$ cat src/rtl/countdown_rx_light.sv
// Countdown frame receiver: deserializes LSB-first digits, drives 7-seg and traffic lamps.
// Optional yellow blink on digit updates when COUNTDOWN_RX_BLINK_EN is defined.
module countdown_rx_light #(
  parameter int DATA_W      = 8,
  parameter int FRAME_SKIP  = 1,
  parameter int START_PHASE = 0
) (
  input  logic       clk,
  input  logic       rst,
  input  logic       ser_in,
  input  logic       frame_in,
  output logic [3:0] digit,
  output logic       digit_valid,
  output logic [6:0] seg,
  output logic       red,
  output logic       yellow,
  output logic       green,
  output logic       frame_err
);

  localparam int CW = (DATA_W > 1) ? $clog2(DATA_W) : 1;
  localparam logic [CW-1:0] LAST = CW'(DATA_W - 1);
  localparam logic [1:0] SKIP_N = 2'(FRAME_SKIP);

  typedef enum logic [1:0] {
    IDLE  = 2'd0,
    SKIP  = 2'd1,
    SHIFT = 2'd2,
    DONE  = 2'd3
  } rx_t;

  typedef enum logic [1:0] {
    RED    = 2'd0,
    GREEN  = 2'd1,
    YELLOW = 2'd2
  } ph_t;

  localparam ph_t PH0 = ph_t'(2'(START_PHASE));

  rx_t              rx_q, rx_d;
  logic [DATA_W-1:0] sr_q, sr_d;
  logic [CW-1:0]    n_q, n_d;
  logic [1:0]       skip_q, skip_d;
  logic             armed_q, armed_d;
  logic             pend_q, pend_d;
  logic             take, drop;
  logic             payload_ok, good, bad;

  ph_t              ph_q, ph_d;
  logic             adv;
  logic             yel_d;

  function automatic logic [6:0] seg_of(input logic [3:0] d);
    logic [6:0] s;
    case (d)
      4'd0:    s = 7'b0111111;
      4'd1:    s = 7'b0000110;
      4'd2:    s = 7'b1011011;
      4'd3:    s = 7'b1001111;
      4'd4:    s = 7'b1100110;
      4'd5:    s = 7'b1101101;
      4'd6:    s = 7'b1111101;
      4'd7:    s = 7'b0000111;
      4'd8:    s = 7'b1111111;
      4'd9:    s = 7'b1101111;
      default: s = 7'b0000000;
    endcase
    return s;
  endfunction

  // Receiver next-state; data bits shift in from the top so bit 0 lands at sr[0]
  always_comb begin
    rx_d    = rx_q;
    sr_d    = sr_q;
    n_d     = n_q;
    skip_d  = skip_q;
    pend_d  = 1'b0;
    take    = 1'b0;
    drop    = 1'b0;
    armed_d = armed_q | ~frame_in;
    case (rx_q)
      IDLE: begin
        if (frame_in && armed_q) begin
          if (SKIP_N == 2'd0) begin
            take = 1'b1;
          end else begin
            skip_d = 2'd1;
            rx_d   = SKIP;
          end
        end
      end
      SKIP: begin
        if (!frame_in) begin
          drop = 1'b1;
        end else if (skip_q >= SKIP_N) begin
          take = 1'b1;
        end else begin
          skip_d = skip_q + 2'd1;
        end
      end
      SHIFT: begin
        if (!frame_in) begin
          drop = 1'b1;
        end else begin
          take = 1'b1;
        end
      end
      DONE: begin
        if (!frame_in) begin
          rx_d   = IDLE;
          sr_d   = '0;
          n_d    = '0;
          skip_d = '0;
        end
      end
      default: rx_d = IDLE;
    endcase
    if (take) begin
      sr_d = {ser_in, sr_q[DATA_W-1:1]};
      n_d  = n_q + 1'b1;
      if (n_q == LAST) begin
        rx_d   = DONE;
        pend_d = 1'b1;
      end else begin
        rx_d = SHIFT;
      end
    end
    if (drop) begin
      rx_d   = IDLE;
      sr_d   = '0;
      n_d    = '0;
      skip_d = '0;
    end
  end

  assign payload_ok = ((sr_q >> 4) == '0) && (sr_q[3:0] <= 4'd9);
  assign good = pend_q & payload_ok;
  assign bad  = pend_q & ~payload_ok;

  // A frame already in flight at reset must end before the receiver re-arms
  always_ff @(posedge clk) begin
    if (rst) begin
      rx_q    <= IDLE;
      sr_q    <= '0;
      n_q     <= '0;
      skip_q  <= '0;
      pend_q  <= 1'b0;
      armed_q <= ~frame_in;
    end else begin
      rx_q    <= rx_d;
      sr_q    <= sr_d;
      n_q     <= n_d;
      skip_q  <= skip_d;
      pend_q  <= pend_d;
      armed_q <= armed_d;
    end
  end

  always_ff @(posedge clk) begin
    if (rst) begin
      digit       <= 4'd0;
      digit_valid <= 1'b0;
      frame_err   <= 1'b0;
      seg         <= 7'b0111111;
    end else begin
      digit_valid <= good;
      frame_err   <= drop | bad;
      if (good) begin
        digit <= sr_q[3:0];
        seg   <= seg_of(sr_q[3:0]);
      end
    end
  end

  assign adv = digit_valid && (digit == 4'd0);

  always_comb begin
    ph_d = ph_q;
    if (adv) begin
      case (ph_q)
        RED:     ph_d = GREEN;
        GREEN:   ph_d = YELLOW;
        default: ph_d = RED;
      endcase
    end
  end

`ifdef COUNTDOWN_RX_BLINK_EN
  logic blink_q, blink_d;

  always_comb begin
    blink_d = blink_q;
    if (adv) begin
      blink_d = (ph_d == YELLOW);
    end else if (digit_valid && ph_q == YELLOW) begin
      blink_d = ~blink_q;
    end
    yel_d = (ph_d == YELLOW) & blink_d;
  end

  always_ff @(posedge clk) begin
    if (rst) begin
      blink_q <= 1'b1;
    end else begin
      blink_q <= blink_d;
    end
  end
`else
  always_comb begin
    yel_d = (ph_d == YELLOW);
  end
`endif

  always_ff @(posedge clk) begin
    if (rst) begin
      ph_q   <= PH0;
      red    <= (PH0 == RED);
      green  <= (PH0 == GREEN);
      yellow <= (PH0 == YELLOW);
    end else begin
      ph_q   <= ph_d;
      red    <= (ph_d == RED);
      green  <= (ph_d == GREEN);
      yellow <= yel_d;
    end
  end

endmodule

$ cat config.mk
export PLATFORM = sky130hd
export DESIGN_NAME = countdown_rx_light
export DESIGN_NICKNAME = d
export VERILOG_FILES = /design/src/rtl/countdown_rx_light.sv
export SDC_FILE = /design/constraint.sdc
export NUM_CORES = 1
export LEC_CHECK = 0
export BUFFER_PORTS_ARGS = -buffer_cell sky130_fd_sc_hd__buf_2
export CAP_MARGIN = 20
export CORE_MARGIN = 8
export CORE_UTILIZATION = 60
export DETAILED_ROUTE_END_ITERATION = 8
export GPL_TIMING_DRIVEN = 0
export PLACE_DENSITY_LB_ADDON = 0.08
export REMOVE_ABC_BUFFERS = 1
export SETUP_SLACK_MARGIN = 0.15
export SLEW_MARGIN = 20
export SYNTH_ARGS = -nofsm -noshare
export SYNTH_HDL_FRONTEND = slang
export SYNTH_SLANG_ARGS = --single-unit
$ cat constraint.sdc
create_clock -name clk -period 2.9 [get_ports clk]
set_input_delay 0.29 -clock clk [delete_from_list [all_inputs] [get_ports clk]]
set_output_delay 0.29 -clock clk [all_outputs]
set_load 0.01 [all_outputs]
==> metrics, run 1 <==
Worst setup startpoint sr_q[1]; Syn Inst Count 186; Rows 19; Worst Skew 8.65 ps; Slew Viols, Final 0; CTS tree done; DR top layer met4; Chip Height 69.1 um; global-route usage over all layers 14.1%; area of the multi-input gates 886 um^2; Post-DRT Antenna Nets 0; Reg2Reg Capture Point seg[2]; gr ovfl total 0; Setup crit end kind register; fraction of layout cells with a size suffix above 1 16.4%; Max FO, Critical Path 18; core area 2710 um^2; postcts setup bufs 0; die area 4770 um^2; Syn-to-layout area delta 10.4%; peak supply drop 0.577 mV; Routed WL 3.29 mm; met2 WL post-DR 1.67 mm; PD cells 525 nW/um^2; Post-Syn Area 1690 um^2; CTS max path bufs 2; commonest cells after routing, fill and taps aside dfxtp_1 (35), a21oi_1 (22), buf_2 (19); initial antenna violation count 0; unique cell type count in the Yosys netlist 41; Starting Density 62.4%; crit path time final 2150 ps; worst hold start ser_in; Relative slew margins 42.2%; Worst Setup Path Type reg2reg; leading cell type in the layout, fill and taps excluded dfxtp_1; CTS root buffer clkbuf_4; Port Buf Inserts 19; Clk pin slew, worst setup/hold paths 110 ps; Worst Path Required 3150 ps; Vias/cell 5.86; routability cong. 0.792; Worst Tran Pin Value 864 ps; flops & latches, synth 35; met1 wire length 1.40 mm; Layout Nets 217; fmax 464 MHz; result of the run complete, no violations; Syn Area/Cell 9.09 um^2; Clock Latency Late Sink 350 ps; cell count of the worst reg-to-reg path 6; WHS Path Cells 3; part of the Yosys area used for sequential elements 41.4%; drt drc 0; setup_tns 0 ps; Antenna Cells 0; WL/cell 14.2 um; register area 701 um^2; Die Wd 69.1 um; Hold Path Sink sr_q[7]; CTS Hold Buffers Added 0; total CTS buffers 5; setup violators final 0; clk sinks 35; total number of vias 1360; fin util 68.9%; Final Instance Area 1870 um^2; Final Hold Viols 0; dpl cell area 1760 um^2; first-pass GRT wire length 5.75 mm; # resized after CTS 0; R2R Path Start sr_q[1]; met3 wire len 186 um; I/O pin count 20; max-cap viol count 0; worst min path class in2reg; Arr. time, crit path 2400 ps; Synth warnings 0; number of global-route vias before repair 1354; r2r setup slk 750 ps; number of detailed-route iterations in the first pass 4; leak pwr 0.817 nW; startpoint types register; RSZ-0062 raised after global routing false; fillers 230; period utilization 74.3%; largest net degree at the start of global routing 19; Fin Hold WS 177 ps; Final HPWL DP 2.35 mm; 1st-iter DRT viols 87; H-Tree Depth 2
==> worst max-delay path: stages (launching register included) <==
cell,delay (ps)
dfxtp_1,550
inv_1,180
ha_1,240
o21ba_4,230
o211ai_4,470
a311oi_2,90
a211o_1,280
==> power breakdown <==
group          internal [mW]  switching (mW)  total [mW]
Clock                  0.268           0.176       0.444
Sequential             0.486         0.00350       0.489
Combinational         0.0174          0.0291      0.0464
==> cells by family (layout without fill, tap and decap cells) <==
family / count (synthesis) / after routing / share of synthesized area [%]
flip-flops: 35 / 35 / 41.4
XOR/XNOR: 2 / 2 / 1.04
AO/OA/AOI/OAI: 47 / 47 / 19.7
adder cells (fa/ha/maj): 13 / 13 / 9.62
buffers and inverters: 23 / 38 / 6.21
multiplexers: 8 / 8 / 4.73
AND/OR/NAND/NOR: 58 / 58 / 17.2
==> flip-flops by register name (all words and copies together), names as in the netlist, 2 cells and up <==
signal,count
digit,4
rx_q,2
sr_q,8
ph_q,2
skip_q,2
n_q,3
seg,7
==> metrics by stage <==
step | setup slack, ps | std cells | power [mW]
after floorplan | 1010 | 174 | 0.530
after global placement | 820 | 224 | 0.543
after CTS | 720 | 232 | 0.983
after detailed placement | 737 | 224 | 0.546
after global routing | 547 | 232 | 1.01
final | 745 | 232 | 0.979
==> synthesized netlist by cell type <==
cell	count	area (um^2)
mux2i_1	8	80.1
o21ba_4	1	16.3
a311oi_2	1	15.0
or2_2	1	6.26
nand2b_1	4	25.0
dfxtp_1	35	701
a21oi_1	22	110
o211ai_1	7	52.6
a22oi_1	2	15.0
nand4b_1	1	8.76
o22a_1	1	8.76
nand3b_1	1	7.51
and3_1	2	12.5
clkbuf_1	4	15.0
buf_2	6	30.0
a2bb2oi_1	1	8.76
xnor2_1	2	17.5
a32oi_1	1	8.76
o22ai_1	1	6.26
buf_6	1	11.3
o211ai_4	1	21.3
o31ai_1	1	7.51
a221o_1	1	10.0
nor4_1	1	6.26
nor2b_1	2	12.5
a211o_1	2	17.5
o2bb2ai_1	1	8.76
inv_1	10	37.5
nor2_1	13	48.8
inv_2	1	3.75
nor4_4	1	21.3
o21ai_0	2	10.0
buf_4	1	7.51
nand2_1	18	67.6
nor3_1	1	5.00
a21o_1	1	7.51
and2_1	1	6.26
or3b_1	1	8.76
nand3_1	11	55.1
ha_1	13	163
o211a_1	1	10.0
==> cell type report <==
type | count | share of cell area (%)
sequential | 35 | 37.5
clock buffer | 5 | 2.01
inverter | 11 | 2.21
multi-input combinational | 128 | 47.5
clock inverter | 3 | 3.62
timing repair buffer | 19 | 5.09
tap | 31 | 2.08
==> how the worst max path moves through the flow <==
stage,to,slack [ps],cells after the start
6_report,seg[2],750,6
5_1_grt,seg[2],550,6
4_1_cts,seg[2],720,6
3_5_place_dp,seg[2],740,6
3_3_place_gp,seg[2],820,6
2_1_floorplan,seg[2],1010,6
==> layer usage <==
metal / vias to the layer above / global-route usage (%)
li1: 679 / -
met1: 645 / 13.9
met2: 31 / 25.6
met3: 5 / 6.15
met4: 0 / 4.56
met5: - / 0
Note: power is estimated with default switching activity, not from simulation.
==> run 2: changes to the inputs <==
CORE_UTILIZATION = 51   (was 60)
clock period = 1.78 ns   (was 2.9 ns; I/O delays follow)
==> run 2 against run 1 <==
Against the previous run:
- clock power is 4.5% lower
- total power is 33% higher
- worst hold slack worse by 110 ps
- critical path type unchanged
- critical endpoint unchanged
- largest cell class unchanged
- highest routed layer unchanged
==> metrics, run 2 (same netlist as run 1, synthesis figures left out) <==
core area 3260 um^2; RSZ-0062 raised after global routing true; Place WS -330 ps; Post-DRT Antenna Nets 0; CTS max path bufs 2; die area 5420 um^2; Clk pin slew, worst setup/hold paths 110 ps; clk sinks 35; number of global-route vias before repair 1298; Rows 21; max-cap viol count 0; fin util 62.6%; Starting Density 51.9%; Worst Tran Pin Value 349 ps; setup violators final 0; CTS Hold Buffers Added 0; largest registers sr_q x8, seg x7, digit x4; crit path time final 1580 ps; Arr. time, crit path 1820 ps; Layout Nets 228; Final Hold Viols 0; leak pwr 0.862 nW; number of detailed-route iterations in the first pass 4; routability cong. 0.818; Biggest register sr_q; Relative slew margins 76.7%; Antenna Cells 0; Largest register FFs 8; dpl cell area 1780 um^2; H-Tree Depth 2; WL/cell 13.7 um; Port Buf Inserts 19; global-route usage over all layers 13.0%; Slew Viols, Final 0; 1st-iter DRT viols 59; leading cell type in the layout, fill and taps excluded dfxtp_1; drt drc 0; fraction of layout cells with a size suffix above 1 29.2%; gr ovfl total 0; Power, Total 1.30 mW; CTS root buffer clkbuf_4; result of the run complete, no violations; initial antenna violation count 0; Routed WL 3.53 mm; startpoint types register; period utilization 88.9%; commonest cells after routing, fill and taps aside dfxtp_1 (31), buf_2 (19), a21oi_1 (18), nand2_1 (18), nor2_1 (13); Die Wd 73.6 um; PD cells 639 nW/um^2; Max FO, Critical Path 5; setup_tns 0 ps; PnR worst setup slack 198 ps; Chip Height 73.6 um; worst min path class in2reg; Setup crit end kind register; Final Instance Area 2040 um^2; Worst Skew 10.9 ps; Worst Setup Path Type reg2reg; Clock Latency Late Sink 340 ps; CTS tree done; Vias/cell 5.34; Worst Path Required 2010 ps; total number of vias 1378; first-pass GRT wire length 5.55 mm; Final HPWL DP 2.32 mm; I/O pin count 20; largest net degree at the start of global routing 17; total CTS buffers 5; peak supply drop 0.451 mV; fmax 632 MHz; Syn-to-layout area delta 20.6%
==> run 2: layout make-up <==
class | count | area [um^2]
repair buffers | 30 | 208
fillers | 308 | 1220
multi-input cells | 128 | 963
clock inverters | 3 | 20.0
well taps | 46 | 57.6
flip-flops and latches | 35 | 713
inverters | 11 | 41.3
clock buffers | 5 | 37.5
==> run 2: per-stage QoR <==
stage / hold slack (ps) / instances
floorplan: 247 / 174
global placement: 420 / 239
detailed placement: 431 / 239
CTS: 59.1 / 254
global route: 57.3 / 258
finish: 69.4 / 258
==> run 2: what timing repair did <==
item | in CTS | in global routing
pin swaps | 2 | 9
setup endpoints to repair | 25 | 26
gates cloned | 0 | 2
setup buffers | 7 | 2
gates resized for setup | 4 | 24
==> run 2: final timing paths <==
kind / startpoint / endpoint / slack, ps / cells after the start
worst max-delay path: sr_q[0] / seg[2] / 200 / 7
worst min register to register: n_q[1] / n_q[1] / 470 / 2
worst min-delay path: ser_in / sr_q[7] / 70 / 3
worst max register to register: sr_q[0] / seg[2] / 200 / 7
==> run 2: power by group <==
part	switching (mW)	total (mW)	internal [mW]	leakage [nW]
combinational	0.0523	0.0856	0.0333	0.549
clock	0.273	0.424	0.151	0.0272
sequential	0.00612	0.794	0.788	0.286
==> run 2: routing by layer <==
| metal | wire, um | vias to the layer above | GRT usage, % |
|---|---|---|---|
| met5 | 0 | - | 0 |
| met4 | 72 | 0 | 6.65 |
| met3 | 232 | 9 | 3.41 |
| met2 | 1710 | 35 | 22.1 |
| met1 | 1520 | 640 | 14.5 |
| li1 | - | 694 | - |
==> run 2: critical path, cell delays in order (launching register included) <==
cell      delay, ps
dfxtp_4         390
inv_2            70
ha_4            170
o21ba_4         200
o211ai_4        220
buf_12          150
a311oi_2         40
a211o_1         240
==> run 3: changes to the inputs <==
PLACE_DENSITY = 0.71   (was not set)
PLACE_DENSITY_LB_ADDON = not set   (was 0.08)
==> run 3 against run 2 <==
Against the previous run:
- clock-buffer cell count unchanged
- core utilization shrank 2.8 points
- global-route usage down 0.17 points
- critical path depth unchanged
- worst hold slack lost 1.5 ps
- routed wire length shrank 2.8%
- sequential share of layout area grew 1.4 points
- first-iteration DRC count is 14% higher
- sequential power barely moved
- final cell count is 1.6% lower
- non-clock buffer count fell by 4
- fmax grew 1.5%
- critical path type unchanged
- critical endpoint unchanged
- highest routed layer unchanged
==> metrics, run 3 (same netlist as run 1, synthesis figures left out) <==
result of the run complete, no violations; Arr. time, crit path 1800 ps; WHS Path Cells 3; CTS Hold Buffers Added 0; Routed WL 3.43 mm; CTS max path bufs 2; fmax 642 MHz; Worst Skew 11.7 ps; Slew Viols, Final 0; setup_tns 0 ps; largest registers sr_q x8, seg x7, digit x4; largest net degree at the start of global routing 17; worst min path class in2reg; Setup crit end kind register; Starting Density 51.9%; Hold Path Sink sr_q[7]; Layout Nets 224; CTS tree done; CTS root buffer clkbuf_4; Final Hold Viols 0; setup violators final 0; Post-DRT Antenna Nets 0; Die Wd 73.6 um; total number of vias 1395; routability cong. 0.896; max-cap viol count 0; Syn-to-layout area delta 15.3%; worst-path cell chain inv_4 -> ha_4 -> o21ba_4 -> o211ai_4 -> buf_6 -> a311oi_2 -> a211o_1; drt drc 0; delay-heaviest family, CP compound AO/OA/AOI/OAI gates; core area 3260 um^2; number of global-route vias before repair 1247; WL/cell 13.5 um; total CTS buffers 5; 1st-iter DRT viols 67; Relative slew margins 68.4%; Biggest register sr_q; peak supply drop 0.468 mV; r2r setup slk 220 ps; register area 709 um^2; Antenna Cells 0; Power, Total 1.29 mW; Clk pin slew, worst setup/hold paths 110 ps; Final HPWL DP 2.27 mm; Worst Path Required 2020 ps; number of detailed-route iterations in the first pass 4; die area 5420 um^2; Max FO, Critical Path 5; Buf/Inv on CP 2; Rows 21; Worst Tran Pin Value 475 ps; R2R Path Start sr_q[0]; Vias/cell 5.49; fillers 312; fraction of layout cells with a size suffix above 1 24.0%; crit path time final 1560 ps; clk sinks 35; area of the multi-input gates 927 um^2; RSZ-0062 raised after global routing false; startpoint types register; leak pwr 0.826 nW; global-route usage over all layers 12.8%; period utilization 87.6%; Port Buf Inserts 19; I/O pin count 20; Chip Height 73.6 um; cell count of the worst reg-to-reg path 7; commonest cells after routing, fill and taps aside dfxtp_1 (32), a21oi_1 (21), buf_2 (19); Worst Setup Path Type reg2reg; Largest register FFs 8; Clock Latency Late Sink 340 ps; Fin Hold WS 67.9 ps; H-Tree Depth 2; PD cells 662 nW/um^2; first-pass GRT wire length 5.49 mm; worst-path cell with the longest stage delay dfxtp_4; Max stage delay on crit path 420 ps; gr ovfl total 0; worst hold start ser_in; Reg2Reg Capture Point seg[2]; initial antenna violation count 0; leading cell type in the layout, fill and taps excluded dfxtp_1
==> run 3: cell count changes in the layout (fill, tap and decap cells not counted), moves of 2 or more <==
cell and change:
a21oi_2 -3, nand3_1 +2, buf_4 -4, a21oi_1 +3, buf_6 +2, nand3_2 -2
==> run 3: cell type report <==
cell class | instances | share of cell area [%]
clock buffers | 5 | 1.92
well taps | 46 | 2.95
multi-input cells | 128 | 47.5
flip-flops and latches | 35 | 36.4
inverters | 11 | 2.25
clock inverters | 3 | 1.03
repair buffers | 26 | 7.95
==> run 3: where the power goes <==
part	internal (mW)	total, mW	leakage (nW)	switching [mW]
clock	0.151	0.418	0.0272	0.267
combinational	0.0308	0.0806	0.514	0.0498
sequential	0.788	0.793	0.285	0.00527
==> run 3: per-stage QoR <==
step / cell area [um^2] / instances / worst slack (ps) / utilization (%)
2_1_floorplan: 1630 / 174 / -108 / -
3_5_place_dp: 1780 / 239 / -354 / 54.6
3_3_place_gp: 1780 / 239 / -313 / 54.6
6_report: 1950 / 254 / 221 / 59.9
4_1_cts: 1890 / 253 / 107 / 58.1
5_1_grt: 1950 / 254 / 137 / 59.9
==> run 3: worst register-to-register path: stages (launching register included) <==
cell,delay (ps)
dfxtp_4,420
inv_4,60
ha_4,160
o21ba_4,200
o211ai_4,170
buf_6,130
a311oi_2,40
a211o_1,270
==> run 3: what timing repair did <==
| action | CTS | global route |
|---|---|---|
| gates resized for setup | 6 | 15 |
| endpoints found under the setup margin | 25 | 21 |
| pin swaps | 2 | 7 |
| cloned | 0 | 1 |
| buffers inserted | 6 | 0 |
==> run 3: worst max-delay path by stage <==
| stage | start | endpoint | depth (start not counted) |
|---|---|---|---|
| floorplan | sr_q[1] | seg[2] | 6 |
| global placement | sr_q[1] | seg[2] | 6 |
| detailed placement | sr_q[1] | seg[2] | 6 |
| CTS | sr_q[0] | seg[2] | 7 |
| global route | rx_q[1] | sr_q[4] | 7 |
| finish | sr_q[0] | seg[2] | 7 |
==> run 3: layer usage <==
metal,track usage [%],wire length (um),vias up
li1,-,-,689
met1,14.5,1460,648
met2,21.4,1710,56
met3,3.55,241,2
met5,0,0,-
met4,6.65,20,0
